===== config.mk =====
export PLATFORM = sky130hd
export DESIGN_NAME = branch_predict_ctrl
export DESIGN_NICKNAME = d
export VERILOG_FILES = /design/src/rtl/branch_predict_ctrl.sv
export SDC_FILE = /design/constraint.sdc
export NUM_CORES = 1
export LEC_CHECK = 0
export ABC_AREA = 0
export CAP_MARGIN = 30
export CORE_ASPECT_RATIO = 1.4
export CORE_UTILIZATION = 35
export CTS_CLUSTER_DIAMETER = 120
export CTS_CLUSTER_SIZE = 24
export DETAILED_ROUTE_END_ITERATION = 6
export MAX_ROUTING_LAYER = met4
export PLACE_DENSITY = 0.55
export SLEW_MARGIN = 30
export SYNTH_ARGS = -nofsm -noshare
export SYNTH_HDL_FRONTEND = slang
export SYNTH_SLANG_ARGS = --single-unit

===== constraint.sdc =====
create_clock -name clk -period 3.25 [get_ports clk]
set_input_delay 0.325 -clock clk [delete_from_list [all_inputs] [get_ports clk]]
set_output_delay 0.325 -clock clk [all_outputs]
set_load 0.02 [all_outputs]

===== src/rtl/branch_predict_ctrl.sv =====
// branch_predict_ctrl
// Branch predictor and redirect controller for the fetch PC mux. A table of
// 2-bit saturating counters, indexed by the branch PC, gives a taken/not-taken
// guess in ID. The predicted branch is carried into EX, checked against the
// resolved outcome, and on a miss the block produces the corrected PC, the
// IF/ID and ID/EX squashes, and counts the miss. Statistics saturate.
module branch_predict_ctrl #(
    parameter int INST_ADDR_WIDTH = 32,
    parameter int BHT_ENTRIES     = 64,
    parameter int CNT_WIDTH       = 16
) (
    input  logic                       clk,
    input  logic                       rst,
    input  logic                       stall_ID,
    input  logic                       is_branch_ID,
    input  logic [INST_ADDR_WIDTH-1:0] PC_ID,
    input  logic [INST_ADDR_WIDTH-1:0] branch_target_ID,
    input  logic                       early_jal_ID,
    input  logic                       meet_jalr_EX,
    input  logic                       branch_taken_EX,
    output logic                       predict_branch_taken_ID,
    output logic [INST_ADDR_WIDTH-1:0] predict_branch_taken_PC_ID,
    output logic                       fix_predict_EX,
    output logic [INST_ADDR_WIDTH-1:0] fix_predict_PC_EX,
    output logic                       flush_IF_ID,
    output logic                       flush_ID_EX,
    output logic [CNT_WIDTH-1:0]       branch_cnt,
    output logic [CNT_WIDTH-1:0]       mispredict_cnt
);

    // Word-aligned PCs: the two low bits carry no information, so the
    // table index starts at bit 2.
    localparam int IDX_W = $clog2(BHT_ENTRIES);

    localparam logic [1:0] CNT_WEAK_NT = 2'b01;
    localparam logic [1:0] CNT_MAX     = 2'b11;
    localparam logic [1:0] CNT_MIN     = 2'b00;

    // Counter table
    logic [1:0] bht_q [BHT_ENTRIES];
    logic [1:0] bhtEntry_d;

    // Branch currently in EX
    logic                       exValid_q, exValid_d;
    logic                       exPred_q, exPred_d;
    logic [INST_ADDR_WIDTH-1:0] exPc_q, exPc_d;
    logic [INST_ADDR_WIDTH-1:0] exTarget_q, exTarget_d;

    // Statistics
    logic [CNT_WIDTH-1:0] branchCnt_q, branchCnt_d;
    logic [CNT_WIDTH-1:0] mispredictCnt_q, mispredictCnt_d;

    // Unqualified versions of the outputs, before the reset gating
    logic                       fixRaw;
    logic                       flushIdExRaw;
    logic                       flushIfIdRaw;
    logic                       predRaw;
    logic [INST_ADDR_WIDTH-1:0] exPcPlus4;
    logic [INST_ADDR_WIDTH-1:0] fixPcRaw;

    logic [IDX_W-1:0] idxId;
    logic [IDX_W-1:0] idxEx;

    // Only the index bits of PC_ID select the counter; the rest are carried
    // into EX through exPc_q, so every bit of the port is consumed.
    logic unusedPcId;
    assign unusedPcId = ^PC_ID;

    assign idxId = PC_ID[IDX_W+1:2];
    assign idxEx = exPc_q[IDX_W+1:2];

    // Resolution, redirect and prediction. The EX redirect is computed first
    // because a flush of ID/EX kills the branch sitting in ID, so that branch
    // must not redirect fetch on its own. The +4 wraps naturally at the
    // register width.
    always_comb begin
        exPcPlus4    = exPc_q + INST_ADDR_WIDTH'(4);
        fixRaw       = exValid_q & (exPred_q != branch_taken_EX);
        flushIdExRaw = fixRaw | meet_jalr_EX;
        predRaw      = is_branch_ID & ~stall_ID & ~flushIdExRaw & bht_q[idxId][1];
        flushIfIdRaw = flushIdExRaw | early_jal_ID | predRaw;
        fixPcRaw     = '0;
        if (exValid_q) begin
            fixPcRaw = branch_taken_EX ? exTarget_q : exPcPlus4;
        end
    end

    // Output gating: nothing leaves the block while reset is held, even if
    // the EX register still holds a branch from before reset. With no valid
    // branch in EX the correction bus is parked at zero.
    always_comb begin
        predict_branch_taken_ID    = ~rst & predRaw;
        predict_branch_taken_PC_ID = branch_target_ID;
        fix_predict_EX             = ~rst & fixRaw;
        fix_predict_PC_EX          = rst ? '0 : fixPcRaw;
        flush_ID_EX                = ~rst & flushIdExRaw;
        flush_IF_ID                = ~rst & flushIfIdRaw;
        branch_cnt                 = branchCnt_q;
        mispredict_cnt             = mispredictCnt_q;
    end

    // Next value of the EX tracking register: a flush or a stall puts a
    // bubble into EX, otherwise the ID instruction moves forward.
    always_comb begin
        exValid_d  = exValid_q;
        exPred_d   = exPred_q;
        exPc_d     = exPc_q;
        exTarget_d = exTarget_q;
        if (flushIdExRaw || stall_ID) begin
            exValid_d = 1'b0;
        end else begin
            exValid_d  = is_branch_ID;
            exPred_d   = predRaw;
            exPc_d     = PC_ID;
            exTarget_d = branch_target_ID;
        end
    end

    // EX tracking register
    always_ff @(posedge clk) begin
        if (rst) begin
            exValid_q  <= 1'b0;
            exPred_q   <= 1'b0;
            exPc_q     <= '0;
            exTarget_q <= '0;
        end else begin
            exValid_q  <= exValid_d;
            exPred_q   <= exPred_d;
            exPc_q     <= exPc_d;
            exTarget_q <= exTarget_d;
        end
    end

    // Saturating step of the counter owned by the branch in EX
    always_comb begin
        bhtEntry_d = bht_q[idxEx];
        if (branch_taken_EX) begin
            if (bht_q[idxEx] != CNT_MAX) begin
                bhtEntry_d = bht_q[idxEx] + 2'b01;
            end
        end else begin
            if (bht_q[idxEx] != CNT_MIN) begin
                bhtEntry_d = bht_q[idxEx] - 2'b01;
            end
        end
    end

    // Counter table: all entries start weakly not-taken; only a valid EX
    // branch trains its entry. No bypass to the ID read in the same cycle.
    always_ff @(posedge clk) begin
        if (rst) begin
            for (int i = 0; i < BHT_ENTRIES; i++) begin
                bht_q[i] <= CNT_WEAK_NT;
            end
        end else if (exValid_q) begin
            bht_q[idxEx] <= bhtEntry_d;
        end
    end

    // Statistics next state: saturate at all-ones instead of wrapping
    always_comb begin
        branchCnt_d     = branchCnt_q;
        mispredictCnt_d = mispredictCnt_q;
        if (exValid_q && (branchCnt_q != {CNT_WIDTH{1'b1}})) begin
            branchCnt_d = branchCnt_q + CNT_WIDTH'(1);
        end
        if (fixRaw && (mispredictCnt_q != {CNT_WIDTH{1'b1}})) begin
            mispredictCnt_d = mispredictCnt_q + CNT_WIDTH'(1);
        end
    end

    // Statistics registers, cleared only by reset
    always_ff @(posedge clk) begin
        if (rst) begin
            branchCnt_q     <= '0;
            mispredictCnt_q <= '0;
        end else begin
            branchCnt_q     <= branchCnt_d;
            mispredictCnt_q <= mispredictCnt_d;
        end
    end

endmodule


=== Word level (Yosys, flattened, before mapping) ===
Memory sizes are Yosys's and may differ from the RTL's. A register that Yosys moved wholly into a read port is not among the register bits.
Cells that the tools add are included.
Widths: inputs -> output; s select.

* Memory bits (writable): 128
* Memories kept: 1
* Word-level logic and storage cells: 52
* Flip-flop bits (word level): 98

* Muxes and demuxes: 16
* Equality and inequality tests: 4
* Bitwise operators: 14
* Reduce and logical (&&, ||, !) cells: 6
* Add/sub/neg operators: 5

{| class="wikitable"
|+ Memory list
! memory !! words !! width !! read ports !! clocked after memory_dff !! write ports !! RTL line !! text
|-
| bht_q || 64 || 2 || 2 || 1 || 64 || 40 || <nowiki>logic [1:0] bht_q [BHT_ENTRIES];</nowiki>
|}

{| class="wikitable"
|+ Operators by type and width
! operator !! count
|-
| $mux 32 || 3
|-
| $add 16x1->16 const B || 2
|-
| $add 32x3->32 const B || 1
|-
| $ne 16x16->1 const B || 2
|-
| $mux 6 || 3
|-
| $and 1x1->1 || 8
|-
| $mux 2 || 4
|-
| $mux 1 || 6
|-
| $reduce_or 2->1 || 2
|-
| $not 1->1 || 3
|-
| $or 1x1->1 || 3
|-
| $add 2x1->2 const B || 1
|-
| $logic_and 1x1->1 || 2
|-
| $ne 2x2->1 const B || 1
|-
| $reduce_bool 2->1 || 1
|-
| $sub 2x1->2 const B || 1
|-
| $logic_or 1x1->1 || 1
|-
| $ne 1x1->1 || 1
|}

=== Depth between registers and ports, before layout ===
Gate-level depths: netlist of the first run.

* Depth after elaboration: 8
* Depth in mapped cells: 11

=== Worst setup path before layout of the first run ===
OpenSTA, ideal clock, no wires.

* Kind: input to output
* Start point: input PC_ID[2]
* End point: output flush_IF_ID
* Stages on the path: 7
* Data arrival time: 2.633 ns
* Path buffers: 2
* Slack: 0.292 ns
* Path through: buf_2 buf_2 mux4_2 mux4_2 mux4_2 nand2_1 o21ai_0

* Cells in the longest elaborated chain, start to end: 4

{| class="wikitable"
|+ Ends and longest elaborated chain
! item !! RTL line !! text
|-
| start, declared || 16 || <nowiki>input logic [INST_ADDR_WIDTH-1:0] PC_ID,</nowiki>
|-
| $mem_v2 64x2 || n/a ||
|-
| $and 1x1->1 || 80 || <nowiki>predRaw = is_branch_ID & ~stall_ID & ~flushIdExRaw & bht_q[idxId][1];</nowiki>
|-
| $or 1x1->1 || 81 || <nowiki>flushIfIdRaw = flushIdExRaw | early_jal_ID | predRaw;</nowiki>
|-
| $and 1x1->1 || 97 || <nowiki>flush_IF_ID = ~rst & flushIfIdRaw;</nowiki>
|-
| end, declared || 25 || <nowiki>output logic flush_IF_ID,</nowiki>
|}

Every way passes these cells.

=== Final worst setup path of the first run ===
* Start point: register exPc_q[11]
* End point: output fix_predict_PC_EX[31]

* Cells in the longest elaborated chain, start to end: 4

{| class="wikitable"
|+ Ends and longest elaborated chain
! item !! RTL line !! text
|-
| start, declared || 46 || <nowiki>logic [INST_ADDR_WIDTH-1:0] exPc_q, exPc_d;</nowiki>
|-
| start signal, assigned || 129 || <nowiki>exPc_q <= exPc_d;</nowiki>
|-
| $add 32x3->32 || 77 || <nowiki>exPcPlus4 = exPc_q + INST_ADDR_WIDTH'(4);</nowiki>
|-
| $mux 32 || 84 || <nowiki>fixPcRaw = branch_taken_EX ? exTarget_q : exPcPlus4;</nowiki>
|-
| $mux 32 || 83 || <nowiki>if (exValid_q) begin</nowiki>
|-
| $mux 32 || 95 || <nowiki>fix_predict_PC_EX = rst ? '0 : fixPcRaw;</nowiki>
|-
| end, declared || 24 || <nowiki>output logic [INST_ADDR_WIDTH-1:0] fix_predict_PC_EX,</nowiki>
|}

Every way passes these cells.

==> metrics.txt, run 1 <==
CTS tree=yes; first-pass GRT wire length=54000 um; crit path max-delay cell type=or3b_2; Post-Route Setup TNS=0 ps; Comb pwr share=13.1%; Initial Util=35.5%; dominant cells by area after synthesis=edfxtp_1, dfxtp_1, mux4_2; Mean Syn Cell Area=9.71 um^2; die height=222 um; pre-CTS WS=-589 ps; crit path cell chain=nand3_1, or3_4, nor4_4, or3b_2, xor2_1, a211oi_2, buf_2; final worst path period share=97.4%; max cap viols=0; Sw Share=25.3%; Via-to-Cell Ratio=5.28; clock sinks=232; Setup Viol. Count Final=0; Hold Path Class=input port to flop; status=completed; Die X=159 um; Worst-Margin Slew=1000 ps; NetSw=1.44 mW; total CTS buffers=13; most frequent cell after synthesis=nand2_1; Post-Synthesis Cells=1246; RD Place Congestion=0.798; Crit Path Category=flop to output port; fin. max-slew vios=0; hold slack=53.3 ps; initial antenna violation count=0; share of power burned in the clock network=30.5%; async set-reset flop share out of synthesis=0%; Slowest Stage Delay on Critical Path=490 ps; hold_buf cts=0; post-DP HPWL=24000 um; Power, Total=5.68 mW; clk_lat worst skew=490 ps; worst setup margin=85.6 ps; CTS H-tree lvls=1; min Tclk post-route=3160 ps; vias in the first global route=9718; Fmax achieved=0.316 GHz; worst clock skew=16.7 ps; root buf cell=clkbuf_16; Final Hold Fails=0; Ant. Diodes=0; Synthesized Nets=1320; LEAKAGE=4.80 nW; drt initial violations=618; Startpoint Class=flop; Int Power=4.24 mW; WP data required=2920 ps; Die ar.=0.0353 mm^2; Layout Nets=1435; RSZ-0062 raised after global routing=false; Worst-path clk slew=100 ps; placed insts=1795; Seq pwr share=56.4%; sequential share of the synthesized area=49.0%; max_slew headroom=33.0%; Synth Cell Area=0.0121 mm^2; TritonRoute pass-1 iters=5; Crit path arrival time=2840 ps; final non-filler cell total=1818; synth warn=0; Synth top area share=31.8%; worst-case clock buffer depth=3; pwr dens=385 mW/mm^2; critical path peak fanout=2; VDD IR-drop max=0.308 mV; Final ANT Viol Nets=0; largest net degree at the start of global routing=66; num ports=171; final instance area=0.0147 mm^2; vias post-DR=9599; synth unique cells=54; post-synth top area cell=edfxtp_1; crit path capture type=output port; GR Overflow Total=0; top_reg_cell synth=edfxtp_1; EDFF count, synth=128; site row count=80; #FFs+latches synth=232; area growth from synthesis to layout=21.9%; share of layout cells above drive strength 1=12.4%; Commonest cells post-synth=nand2_1, edfxtp_1, nor2_1; Placement Cell Area=0.0143 mm^2; Core ar.=0.0340 mm^2; GRT Overall Usage=20.0%; Total Wirelength=34500 um; DR WL/cell=19.0 um; DRC=0; Core Util, Final=43.3%; port bufs=170
[flip-flops by register name, indices dropped and copies added (netlist names), named ones only]
signal / flops
exTarget_q: 32
exPred_q: 1
exValid_q: 1
mispredict_cnt: 16
exPc_q: 32
bht_q: 128
branch_cnt: 16
[metal layers]
metal | vias up | track usage [%] | routed length, um
li1 | 4603 | - | -
met1 | 4632 | 22.6 | 13300
met2 | 305 | 35.9 | 18300
met3 | 59 | 2.97 | 1890
met4 | 0 | 6.89 | 962
met5 | - | - | 0
[cell usage in the layout (no fill, tap or decap), drive strengths merged, types with 5 or more instances in the layout]
cell	Yosys	routed
nand3	59	59
buf	62	72
nor3	46	46
inv	15	15
dfxtp	104	104
xnor2	32	32
o21ai	48	48
nor4	10	10
or3	10	10
nand2b	5	5
clkdlybuf4s50	0	151
nor2b	7	7
nand3b	5	5
mux4	51	51
nand4	15	15
clkbuf	77	20
mux2i	26	26
nor2	119	119
and4	9	9
dlygate4sd2	0	8
xor2	17	17
edfxtp	128	128
and3	6	6
a21oi	93	93
dlymetal6s2s	0	6
nand2	243	243
[path summary, 6_finish.rpt]
check / depth (start not counted) / start / slack (ps) / endpoint
worst max-delay path: 7 / exPc_q[11] / 90 / fix_predict_PC_EX[31]
worst max register to register: 8 / flop / 230 / bht_q[41][0]
worst min register to register: 2 / exTarget_q[26] / 450 / exTarget_q[26]
worst min-delay path: 2 / rst / 50 / flop
[cells by family after synthesis]
family / after synthesis / share of synthesized area (%)
compound gates: 173 / 8.09
xor+xnor: 49 / 3.55
fa+ha+maj: 5 / 0.486
buf+inv: 154 / 6.36
flops: 232 / 49.0
mux: 79 / 11.8
simple gates: 554 / 20.7
[layout make-up]
cell class                      instances  area [um^2]
Fill cell                            3426        19300
Sequential cell                       232         5930
Multi-Input combinational cell        860         5470
Timing Repair Buffer                  239         2370
Tap cell                              451          564
Clock buffer                           20          352
Inverter                               15         56.3
Clock inverter                          1         8.76
[worst max-delay path: cells and delay by family (launching register included)]
family | cells | cell delay (ps)
XOR/XNOR | 1 | 170
buffers and inverters | 1 | 210
AO/OA/AOI/OAI | 1 | 250
AND/OR/NAND/NOR | 4 | 1370
flip-flops | 1 | 350
[repair_timing]
action | 4_1_cts | 5_1_grt
setup endpoints to repair | 18 | 9
gates cloned | 1 | 0
gates resized for setup | 29 | 16
buffers inserted | 1 | 0
pin swaps | 1 | 0
[power by group through the flow]
| stage | clock (mW) | sequential, mW | combinational, mW |
|---|---|---|---|
| 6_report | 1.73 | 3.21 | 0.744 |
| 4_1_cts | 1.79 | 3.21 | 0.750 |
| 5_1_grt | 1.86 | 3.22 | 0.801 |
| 3_3_place_gp | 0 | 3.27 | 0.735 |
| 3_5_place_dp | 0 | 3.27 | 0.739 |
| 2_1_floorplan | 0 | 3.25 | 0.466 |
(Power assumes the default switching activity.)
==> inputs of run 2 (changes only) <==
ABC_CLOCK_PERIOD_IN_PS = 3250   (was not set)
==> results of run 2 <==
Final layout, timing and power as in run 1 (identical DEF).
